**src/rtl/oled_test_pkg.sv**
```systemverilog
// Shared types, preset table and lookup helper for the OLED test-pattern source.
package oled_test_pkg;

    typedef enum logic [1:0] {
        ModeManual = 2'd0,
        ModeAuto   = 2'd1,
        ModeSweep  = 2'd2,
        ModeHold   = 2'd3
    } mode_e;

    typedef enum logic [1:0] {
        StIdle  = 2'd0,
        StIssue = 2'd1,
        StShow  = 2'd2
    } state_e;

    localparam int unsigned PresetW     = 20;
    localparam int unsigned PresetDepth = 16;
    localparam int unsigned PresetCh    = 4;

    // Columns: ch0 freq, ch1 amp, ch2 phase, ch3 seg.
    localparam logic [PresetW-1:0] PRESET_TABLE [PresetDepth][PresetCh] = '{
        '{20'd686009, 20'd456,  20'd0,      20'd123456},
        '{20'd686889, 20'd456,  20'd0,      20'd123456},
        '{20'd975633, 20'd600,  20'd100,    20'd6},
        '{20'd999999, 20'd1,    20'd999998, 20'd0},
        '{20'd440000, 20'd512,  20'd90,     20'd4444},
        '{20'd523251, 20'd300,  20'd180,    20'd55555},
        '{20'd659255, 20'd750,  20'd270,    20'd666666},
        '{20'd783991, 20'd1000, 20'd45,     20'd777},
        '{20'd100000, 20'd200,  20'd135,    20'd888888},
        '{20'd250000, 20'd2048, 20'd225,    20'd999},
        '{20'd12345,  20'd4095, 20'd315,    20'd101010},
        '{20'd500000, 20'd128,  20'd30,     20'd111111},
        '{20'd32768,  20'd64,   20'd60,     20'd121212},
        '{20'd65536,  20'd32,   20'd120,    20'd131313},
        '{20'd1000,   20'd16,   20'd240,    20'd141414},
        '{20'd10,     20'd3669, 20'd402,    20'd68231}
    };

    // Narrow index arguments make deeper tables and wider channel counts wrap naturally.
    function automatic logic [PresetW-1:0] preset(input logic [3:0] idx, input logic [1:0] ch);
        return PRESET_TABLE[idx][ch];
    endfunction

endpackage

```
**src/rtl/oled_dwell_timer.sv**
```systemverilog
// Dwell counter: counts 0..DWELL_CYC-1, pulses tick at terminal and holds there while blocked.
module oled_dwell_timer #(
    parameter int unsigned DWELL_CYC = 20_000_000
) (
    input  logic clk_in,
    input  logic rst_n_in,
    input  logic clear,
    input  logic enable,
    input  logic pause,
    input  logic hold,
    output logic tick
);

    localparam int unsigned CntW = $clog2(DWELL_CYC);
    localparam logic [CntW-1:0] CntLast = CntW'(DWELL_CYC - 1);

    logic [CntW-1:0] cnt_q, cnt_d;

    // Next count and tick; a reached terminal fires even if paused, once no longer held.
    always_comb begin
        cnt_d = cnt_q;
        tick  = 1'b0;
        if (clear) begin
            cnt_d = '0;
        end else if (enable) begin
            if (cnt_q == CntLast) begin
                if (!hold) begin
                    tick  = 1'b1;
                    cnt_d = '0;
                end
            end else if (!pause) begin
                cnt_d = cnt_q + CntW'(1);
            end
        end
    end

    // Count register.
    always_ff @(posedge clk_in or negedge rst_n_in) begin
        if (!rst_n_in) begin
            cnt_q <= '0;
        end else begin
            cnt_q <= cnt_d;
        end
    end

endmodule

```
**src/rtl/oled_test_pattern_gen.sv**
```systemverilog
// Test-data source for the OLED/7-segment path: manual, auto-cycle and sweep modes,
// every change delivered through a valid/ready update handshake.
module oled_test_pattern_gen
    import oled_test_pkg::*;
#(
    parameter int unsigned DATA_W    = 20,
    parameter int unsigned NUM_CH    = 4,
    parameter int unsigned DEPTH     = 16,
    parameter int unsigned DWELL_CYC = 20_000_000,
    parameter int unsigned STEP      = 1,
    parameter int unsigned MAX_VAL   = 999_999,
    localparam int unsigned IDX_W    = $clog2(DEPTH)
) (
    input  logic                     clk_in,
    input  logic                     rst_n_in,
    input  logic [1:0]               mode_in,
    input  logic [IDX_W-1:0]         key_data,
    input  logic                     key_valid,
    input  logic                     pause_in,
    output logic [NUM_CH*DATA_W-1:0] data_out,
    output logic [IDX_W-1:0]         index_out,
    output logic                     upd_valid,
    input  logic                     upd_ready
);

    logic [NUM_CH*DATA_W-1:0] data_q, data_d;
    logic [IDX_W-1:0]         index_q, index_d;
    state_e                   state_q, state_d;
    logic [1:0]               mode_q;
    logic                     pend_q, pend_d;
    logic [IDX_W-1:0]         pend_idx_q, pend_idx_d;

    mode_e              mode_cur;
    logic               mode_change;
    logic               blocked;
    logic               tick;
    logic               timer_en;
    logic               load_manual;
    logic               load;
    logic [IDX_W-1:0]   man_idx;
    logic [IDX_W-1:0]   next_idx;
    logic [IDX_W-1:0]   sel_idx;
    logic [3:0]         sel_idx4;
    logic [NUM_CH*DATA_W-1:0] preset_vec;
    logic [NUM_CH*DATA_W-1:0] sweep_vec;

    assign mode_cur    = mode_e'(mode_in);
    assign mode_change = (mode_in != mode_q);
    assign upd_valid   = (state_q == StIssue);
    assign blocked     = upd_valid && !upd_ready;
    assign timer_en    = !mode_change && (mode_cur == ModeAuto || mode_cur == ModeSweep);

    oled_dwell_timer #(
        .DWELL_CYC (DWELL_CYC)
    ) u_dwell_timer (
        .clk_in   (clk_in),
        .rst_n_in (rst_n_in),
        .clear    (mode_change),
        .enable   (timer_en),
        .pause    (pause_in),
        .hold     (blocked),
        .tick     (tick)
    );

    assign next_idx = (index_q == IDX_W'(DEPTH - 1)) ? '0 : index_q + IDX_W'(1);
    assign sel_idx  = load_manual ? man_idx : next_idx;
    assign sel_idx4 = 4'(sel_idx);

    for (genvar c = 0; c < NUM_CH; c++) begin : g_ch
        logic [DATA_W:0] sum;
        assign sum = {1'b0, data_q[c*DATA_W +: DATA_W]} + (DATA_W + 1)'(STEP);
        assign sweep_vec[c*DATA_W +: DATA_W] =
            (sum <= (DATA_W + 1)'(MAX_VAL)) ? sum[DATA_W-1:0] : '0;
        assign preset_vec[c*DATA_W +: DATA_W] = DATA_W'(preset(sel_idx4, 2'(c)));
    end

    // Manual key handling: load now if unblocked, else park it (latest key wins).
    always_comb begin
        pend_d      = pend_q;
        pend_idx_d  = pend_idx_q;
        load_manual = 1'b0;
        man_idx     = pend_idx_q;
        if (mode_change) begin
            pend_d = 1'b0;
        end
        if (mode_cur == ModeManual) begin
            if (key_valid) begin
                if (blocked) begin
                    pend_d     = 1'b1;
                    pend_idx_d = key_data;
                end else begin
                    load_manual = 1'b1;
                    man_idx     = key_data;
                    pend_d      = 1'b0;
                end
            end else if (pend_q && !blocked && !mode_change) begin
                load_manual = 1'b1;
                pend_d      = 1'b0;
            end
        end
    end

    // Output data/index next values and handshake state machine.
    always_comb begin
        data_d  = data_q;
        index_d = index_q;
        load    = 1'b0;
        state_d = state_q;
        if (load_manual) begin
            load    = 1'b1;
            index_d = man_idx;
            data_d  = preset_vec;
        end else if (tick && mode_cur == ModeAuto) begin
            load    = 1'b1;
            index_d = next_idx;
            data_d  = preset_vec;
        end else if (tick && mode_cur == ModeSweep) begin
            load    = 1'b1;
            data_d  = sweep_vec;
        end
        case (state_q)
            StIdle:  if (load) state_d = StIssue;
            StIssue: begin
                if (load) begin
                    state_d = StIssue;
                end else if (upd_ready) begin
                    state_d = StShow;
                end
            end
            StShow:  if (load) state_d = StIssue;
            default: state_d = StIdle;
        endcase
    end

    // State and output registers.
    always_ff @(posedge clk_in or negedge rst_n_in) begin
        if (!rst_n_in) begin
            data_q     <= '0;
            index_q    <= '0;
            state_q    <= StIdle;
            mode_q     <= 2'd0;
            pend_q     <= 1'b0;
            pend_idx_q <= '0;
        end else begin
            data_q     <= data_d;
            index_q    <= index_d;
            state_q    <= state_d;
            mode_q     <= mode_in;
            pend_q     <= pend_d;
            pend_idx_q <= pend_idx_d;
        end
    end

    assign data_out  = data_q;
    assign index_out = index_q;

endmodule
```
**config.mk**
```make
export PLATFORM = sky130hd
export DESIGN_NAME = oled_test_pattern_gen
export DESIGN_NICKNAME = d
export VERILOG_FILES = /design/src/rtl/oled_test_pkg.sv /design/src/rtl/oled_dwell_timer.sv /design/src/rtl/oled_test_pattern_gen.sv
export SDC_FILE = /design/constraint.sdc
export NUM_CORES = 1
export LEC_CHECK = 0
export BUFFER_PORTS_ARGS = -buffer_cell sky130_fd_sc_hd__buf_2
export CORE_MARGIN = 2
export CORE_UTILIZATION = 40
export DETAILED_ROUTE_END_ITERATION = 16
export HOLD_SLACK_MARGIN = 0.08
export PLACE_DENSITY = 0.59
export SLEW_MARGIN = 10
export SYNTH_ARGS = -nofsm -noshare
export SYNTH_HDL_FRONTEND = slang
export SYNTH_SLANG_ARGS = --single-unit
export TNS_END_PERCENT = 20
```
**constraint.sdc**
```tcl
create_clock -name clk_in -period 5.7 [get_ports clk_in]
set_input_delay 0.57 -clock clk_in [delete_from_list [all_inputs] [get_ports clk_in]]
set_output_delay 0.57 -clock clk_in [all_outputs]
set_load 0.02 [all_outputs]
```
After elaboration in Yosys (flattened, before gate mapping)
Memories as Yosys holds them, arrays and structs flattened. Cells that the tools add are included.

Register bits after elaboration: 118. Bits in read-only memories: 1280. Word-level logic and storage cells: 90. Memories kept: 1.

$add $sub $neg: 6. Magnitude comparators: 5. Equality and inequality tests: 11. Mux-type cells: 40. Bitwise gates (word level): 1. Reductions and logical operators: 19.

Memory list: (name not given) (depth 16, bits a word 80, rd ports 1, clocked after memory_dff 0, write ports 0, line oled_test_pkg.sv:43) `return PRESET_TABLE[idx][ch];`.

Operator list (number): $mux 80 (5); $mux 25 (5); $add 20x1->21 const B (4); $le 21x20->1 const B (4); $mux 20 (4); $mux 4 (7); $add 25x1->25 const B (1); $eq 25x25->1 const B (1); $mux 1 (15); $logic_and 1x1->1 (6); $mux 2 (3); $ne 3x1->1 const B (2); $reduce_and 3->1 (2); $ge 5x5->1 const B (1); $not 4->5 (1); $add 4x1->4 const B (1); $eq 2x1->1 const B (2); $eq 2x2->1 const B (2); $eq 4x4->1 const B (1); $logic_not 2->1 (2); $pmux 2 s2 (1); $reduce_bool 2->1 (2); $logic_not 1->1 (3); $ne 3x3->1 const B (1); 6 further kinds (6).

Longest topological paths before layout
Word-level depth: 15. Gate-level depth with buffers: 14.

Hierarchy
A second synthesis with hierarchy kept.

Cell total of the unflattened synthesis: 1296. Area total of the unflattened synthesis: 9922.0 µm².

By module, submodules not included: oled_test_pattern_gen (instances 1, cells each 1104, area an instance 8325.5 µm², sequential area each 2327.2 µm²); oled_dwell_timer (instances 1, cells each 192, area an instance 1596.5 µm², sequential area each 625.6 µm²).

Least setup slack after synthesis
Ideal clock, no wire load.

Kind: input -> register. From: input upd_ready. To: register data_q[30] (netlist: data_out[30]). Setup time: 0.082 ns. Arrival time: 3.141 ns. Data required time: 5.618 ns. Slack: 2.476 ns. Stages on the path: 13. Path through: or3b_2 > nand2_1 > nor2_1 > buf_2 > mux2_2 > clkbuf_1 > ha_1 > clkbuf_1 > a21oi_1 > a211o_1 > nor2_1 > a21oi_1 > o22ai_1.

Longest elaborated chain between the ends: 15. Elaborated cells on any way between the ends: 25.

RTL lines: start, declared (line oled_test_pattern_gen.sv:23) `input logic upd_ready`; $logic_not 1->1 (*) (line oled_test_pattern_gen.sv:50) `assign blocked = upd_valid && !upd_ready;`; $logic_and 1x1->1 (*) (line oled_test_pattern_gen.sv:50); $logic_not 1->1; $logic_and 1x1->1 (2 in a row) (line oled_test_pattern_gen.sv:96) `end else if (pend_q && !blocked && !mode_change) begin`; $mux 1 (line oled_test_pattern_gen.sv:96); $mux 1 (line oled_test_pattern_gen.sv:87) `if (key_valid) begin`; $mux 1 (line oled_test_pattern_gen.sv:86) `if (mode_cur == ModeManual) begin`; $mux 4 (line oled_test_pattern_gen.sv:66) `assign sel_idx = load_manual ? man_idx : next_idx;`; $not 4->5 (implied by the code) (line oled_test_pkg.sv:43); $mem_v2 16x80; $mux 80 (2 in a row); $mux 80 (line oled_test_pattern_gen.sv:113) `end else if (tick && mode_cur == ModeAuto) begin`; $mux 80 (line oled_test_pattern_gen.sv:109) `if (load_manual) begin`; end signal, assigned (line oled_test_pattern_gen.sv:145) `data_q <= data_d;`; end, declared (line oled_test_pattern_gen.sv:26) `logic [NUM_CH*DATA_W-1:0] data_q, data_d;`.

Mark *: on every way between the ends. The rest lies on a longest branch, timed or not. The select of a mux whose other input is x is not followed. A chain may end at the register's enable or synchronous reset.

Worst setup path in the final report
From: register u_dwell_timer.cnt_q[0]. To: register data_q[73] (netlist: data_out[73]).

Longest elaborated chain between the ends: 7. Elaborated cells on any way between the ends: 9.

RTL lines: start, declared (line oled_dwell_timer.sv:17) `logic [CntW-1:0] cnt_q, cnt_d;`; start signal, assigned (line oled_dwell_timer.sv:42) `cnt_q <= cnt_d;`; $eq 25x25->1 (*) (line oled_dwell_timer.sv:26) `if (cnt_q == CntLast) begin`; $mux 1 (*) (line oled_dwell_timer.sv:26); $mux 1 (*) (line oled_dwell_timer.sv:25) `end else if (enable) begin`; $mux 1 (*) (line oled_dwell_timer.sv:23) `if (clear) begin`; $logic_and 1x1->1 (line oled_test_pattern_gen.sv:113); $mux 80 (line oled_test_pattern_gen.sv:113); $mux 80 (line oled_test_pattern_gen.sv:109).

Mark *: on every way between the ends. The rest lies on a longest branch, timed or not.

==> impl_metrics.py <==
metrics = {
    "outcome": {
        "status": "finished, final reports clean",
    },
    "grt": {
        "grt_usage_pct": 25.2,
        "antenna_found_initial": 0,
        "grt_first_pass_wirelength_mm": 52.9,
        "grt_max_degree": 49,
        "grt_pass1_vias": 9566,
        "overflow": 0,
    },
    "synth": {
        "syn_avg_cell_area_um2": 7.56,
        "synth-edff-count": 0,
        "synth_top_area_share_pct": 29.7,
        "async_flop_share_pct": 100,
        "syn-instance-count": 1316,
        "yosysWarnings": 0,
        "ys_ff_latch": 118,
        "mappedNetlistArea_um2": 9950,
        "synth.distinct_cells": 90,
        "synthFlopType": "dfrtp_1",
        "yosysSeqAreaShare_pct": 29.7,
        "syn_nets": 1352,
        "synthTopCellsByArea": "dfrtp_1 30%, a21oi_1 5.4%, nand2_1 5.2%",
        "yosys.area.top_type": "dfrtp_1",
    },
    "sta": {
        "finalSetupTns_ns": 0,
        "drv_slew": 0,
        "worst_pin_slew_ns": 1.13,
        "finalSetupViolCount": 0,
        "whs_ns": 0.310,
        "fmax_mhz": 269,
        "hold_violations": 0,
        "fin_crit_sh_pct": 65.2,
        "rsz0062_at_grt": "false",
        "slew_headroom_pct": 24.1,
        "fin_crit_ns": 3.72,
        "clock_skew_ns": 0.00875,
    },
    "final_layout": {
        "fin_nets": 1390,
        "multi_input_area_um2": 6500,
        "fillCellCount": 2449,
        "seqCellArea_um2": 2950,
        "layout_common_cells": "139 x nand2_1, 118 x dfrtp_1, 113 x nor2_1",
        "drive_above_1_share_pct": 13.4,
        "diodes": 0,
        "layout_commonest_cell": "nand2_1",
        "area_delta_synth_final_pct": 12.4,
    },
    "clock_tree": {
        "clock-sinks": 118,
        "cts_made_buffers": 17,
        "post-cts-setup-buffer-count": 0,
        "htree_num_levels": 4,
        "cts-root-buf": "clkbuf_16",
        "path_clk_slew_ns": 0.06,
        "cts_max_path_buffers": 2,
        "clock_latency_ns": 0.43,
        "cts_tree": "done",
    },
    "worst_setup_path": {
        "rr_worst_depth": 11,
        "worstSetupPathType": "register to register",
        "cp_slowest_cell": "nor3_1",
        "critPathRequiredTime_ns": 5.99,
        "critical_path.cell_chain": "ha_1 > and4_1 > nand4_1 > nor3_1 > a41oi_4 > buf_4 > a21oi_1 > a21boi_0 > nor2_1 > a21oi_1 > o22ai_1",
        "max_stage_delay_ns": 0.60,
        "cp-end-kind": "register",
        "start_kind": "register",
        "path_max_fanout": 26,
        "worstPathArrival_ns": 4.00,
        "crit_top_cell": "a21oi_1",
    },
    "route": {
        "drtIter0Drc": 956,
        "routed-via-count": 10535,
        "wl_per_cell_um": 19.6,
        "first_pass_iters": 5,
        "via_per_inst": 6.23,
        "drc_errors": 0,
        "drt-total-wl_mm": 33.2,
        "postRouteAntennaNets": 0,
    },
    "flow_run": {
        "max_cap_viol_count": 0,
    },
    "placement": {
        "dp_hpwl_mm": 23.1,
        "io_buffers": 95,
        "place_congestion": 0.952,
    },
    "power_and_ir_drop": {
        "p_per_area_nw_per_um2": 471,
        "peakVddDrop_v": 0.000267,
        "p_leak_uw": 0.00442,
    },
    "hold_path": {
        "hp-class": "input port to register",
        "hold_depth": 1,
    },
    "die": {
        "die-area_um2": 26200,
        "core_area_um2": 24400,
        "num_rows": 57,
        "die_h_um": 162,
        "io_pins": 96,
        "start_util_pct": 40.8,
        "die_w_um": 162,
    },
}
Yosys cell counts (13+ instances only):
library cell,number
inv_1,25
buf_2,27
o21ai_0,103
nor3_1,56
clkbuf_1,55
nor2_1,114
nand2_1,139
nand3_1,71
and2_1,21
o31ai_1,16
nand4_1,39
a31oi_1,37
or4_1,13
and3_1,28
nor4_1,20
a211oi_1,18
o211ai_1,16
xnor2_1,13
nor2b_1,14
a21oi_1,107
dfrtp_1,118
ha_1,25
per-stage QoR:
step | setup WS (ns) | area [um2] | cells | total power (uW) | utilization [%]
after floorplan | 2.48 | 9950 | 1316 | 3270 | -
after global routing | 1.64 | 11200 | 1690 | 5620 | 45.8
after global placement | 1.89 | 10600 | 1658 | 4100 | 43.4
after detailed placement | 1.86 | 10600 | 1658 | 4100 | 43.4
final | 1.98 | 11200 | 1690 | 5260 | 45.8
after CTS | 2.05 | 11200 | 1690 | 5230 | 45.8
worst max-delay path: cells and delay by family (launching register included):
family / cells / cell delay [ns]
AND/OR/NAND/NOR: 4 / 1.21
adder cells (fa/ha/maj): 1 / 0.22
flip-flops: 1 / 0.38
AO/OA/AOI/OAI: 5 / 1.36
buffers and inverters: 1 / 0.38
cell families (layout without fill, tap and decap cells):
logic type / after synthesis / in the layout / synth area share, %
AO/OA/AOI/OAI: 419 / 419 / 27.0
XOR/XNOR: 21 / 21 / 1.85
adder cells (fa/ha/maj): 25 / 25 / 3.14
buffers and inverters: 123 / 173 / 5.42
multiplexers: 23 / 23 / 2.45
AND/OR/NAND/NOR: 587 / 587 / 30.4
flip-flops: 118 / 118 / 29.7
per-layer routing:
layer	wire length (um)	track usage (%)	vias to the layer above
li1	-	-	5030
met1	15300	35.5	5115
met2	15200	39.1	342
met3	1980	4.88	48
met4	694	8.21	0
met5	0	0	-
area by class of cell:
class	count	share of cell area, %
Inverter	26	0.873
Clock inverter	9	1.13
Clock buffer	22	4.15
Timing Repair Buffer	116	5.71
Sequential cell	118	26.4
Tap cell	324	3.63
Multi-Input combinational cell	1075	58.1
registers in the layout, summed over array words and instances, names as in the netlist:
signal / count
index_out: 4
mode_q: 2
u_dwell_timer.cnt_q: 25
pend_idx_q: 4
state_q: 2
data_out: 80
pend_q: 1
report_power, final:
part | internal (uW) | switching [uW] | leakage (uW)
registers | 1030 | 411 | 0.00141
clock network | 705 | 403 | 0.000290
logic | 894 | 1820 | 0.00273
path summary, 6_finish.rpt:
kind,startpoint,to,slack [ns]
worst min-delay path,mode_in[0],mode_q[0]$_DFF_PN0_,0.31
min in group asynchronous,rst_n_in,data_out[51]$_DFFE_PN0P_,0.63
worst min register to register,pend_idx_q[0]$_DFFE_PN0P_,pend_idx_q[0]$_DFFE_PN0P_,0.51
max in group asynchronous,rst_n_in,data_out[6]$_DFFE_PN0P_,4.07
worst max-delay path,u_dwell_timer.cnt_q[0]$_DFFE_PN0P_,data_out[73]$_DFFE_PN0P_,1.98
worst max register to register,u_dwell_timer.cnt_q[0]$_DFFE_PN0P_,data_out[73]$_DFFE_PN0P_,1.98
timing repair:
item	CTS	global route
hold buffers	1	0
resized for setup	0	0
endpoints found under the hold margin	3	0
Note: power is estimated with default switching activity, not from simulation.
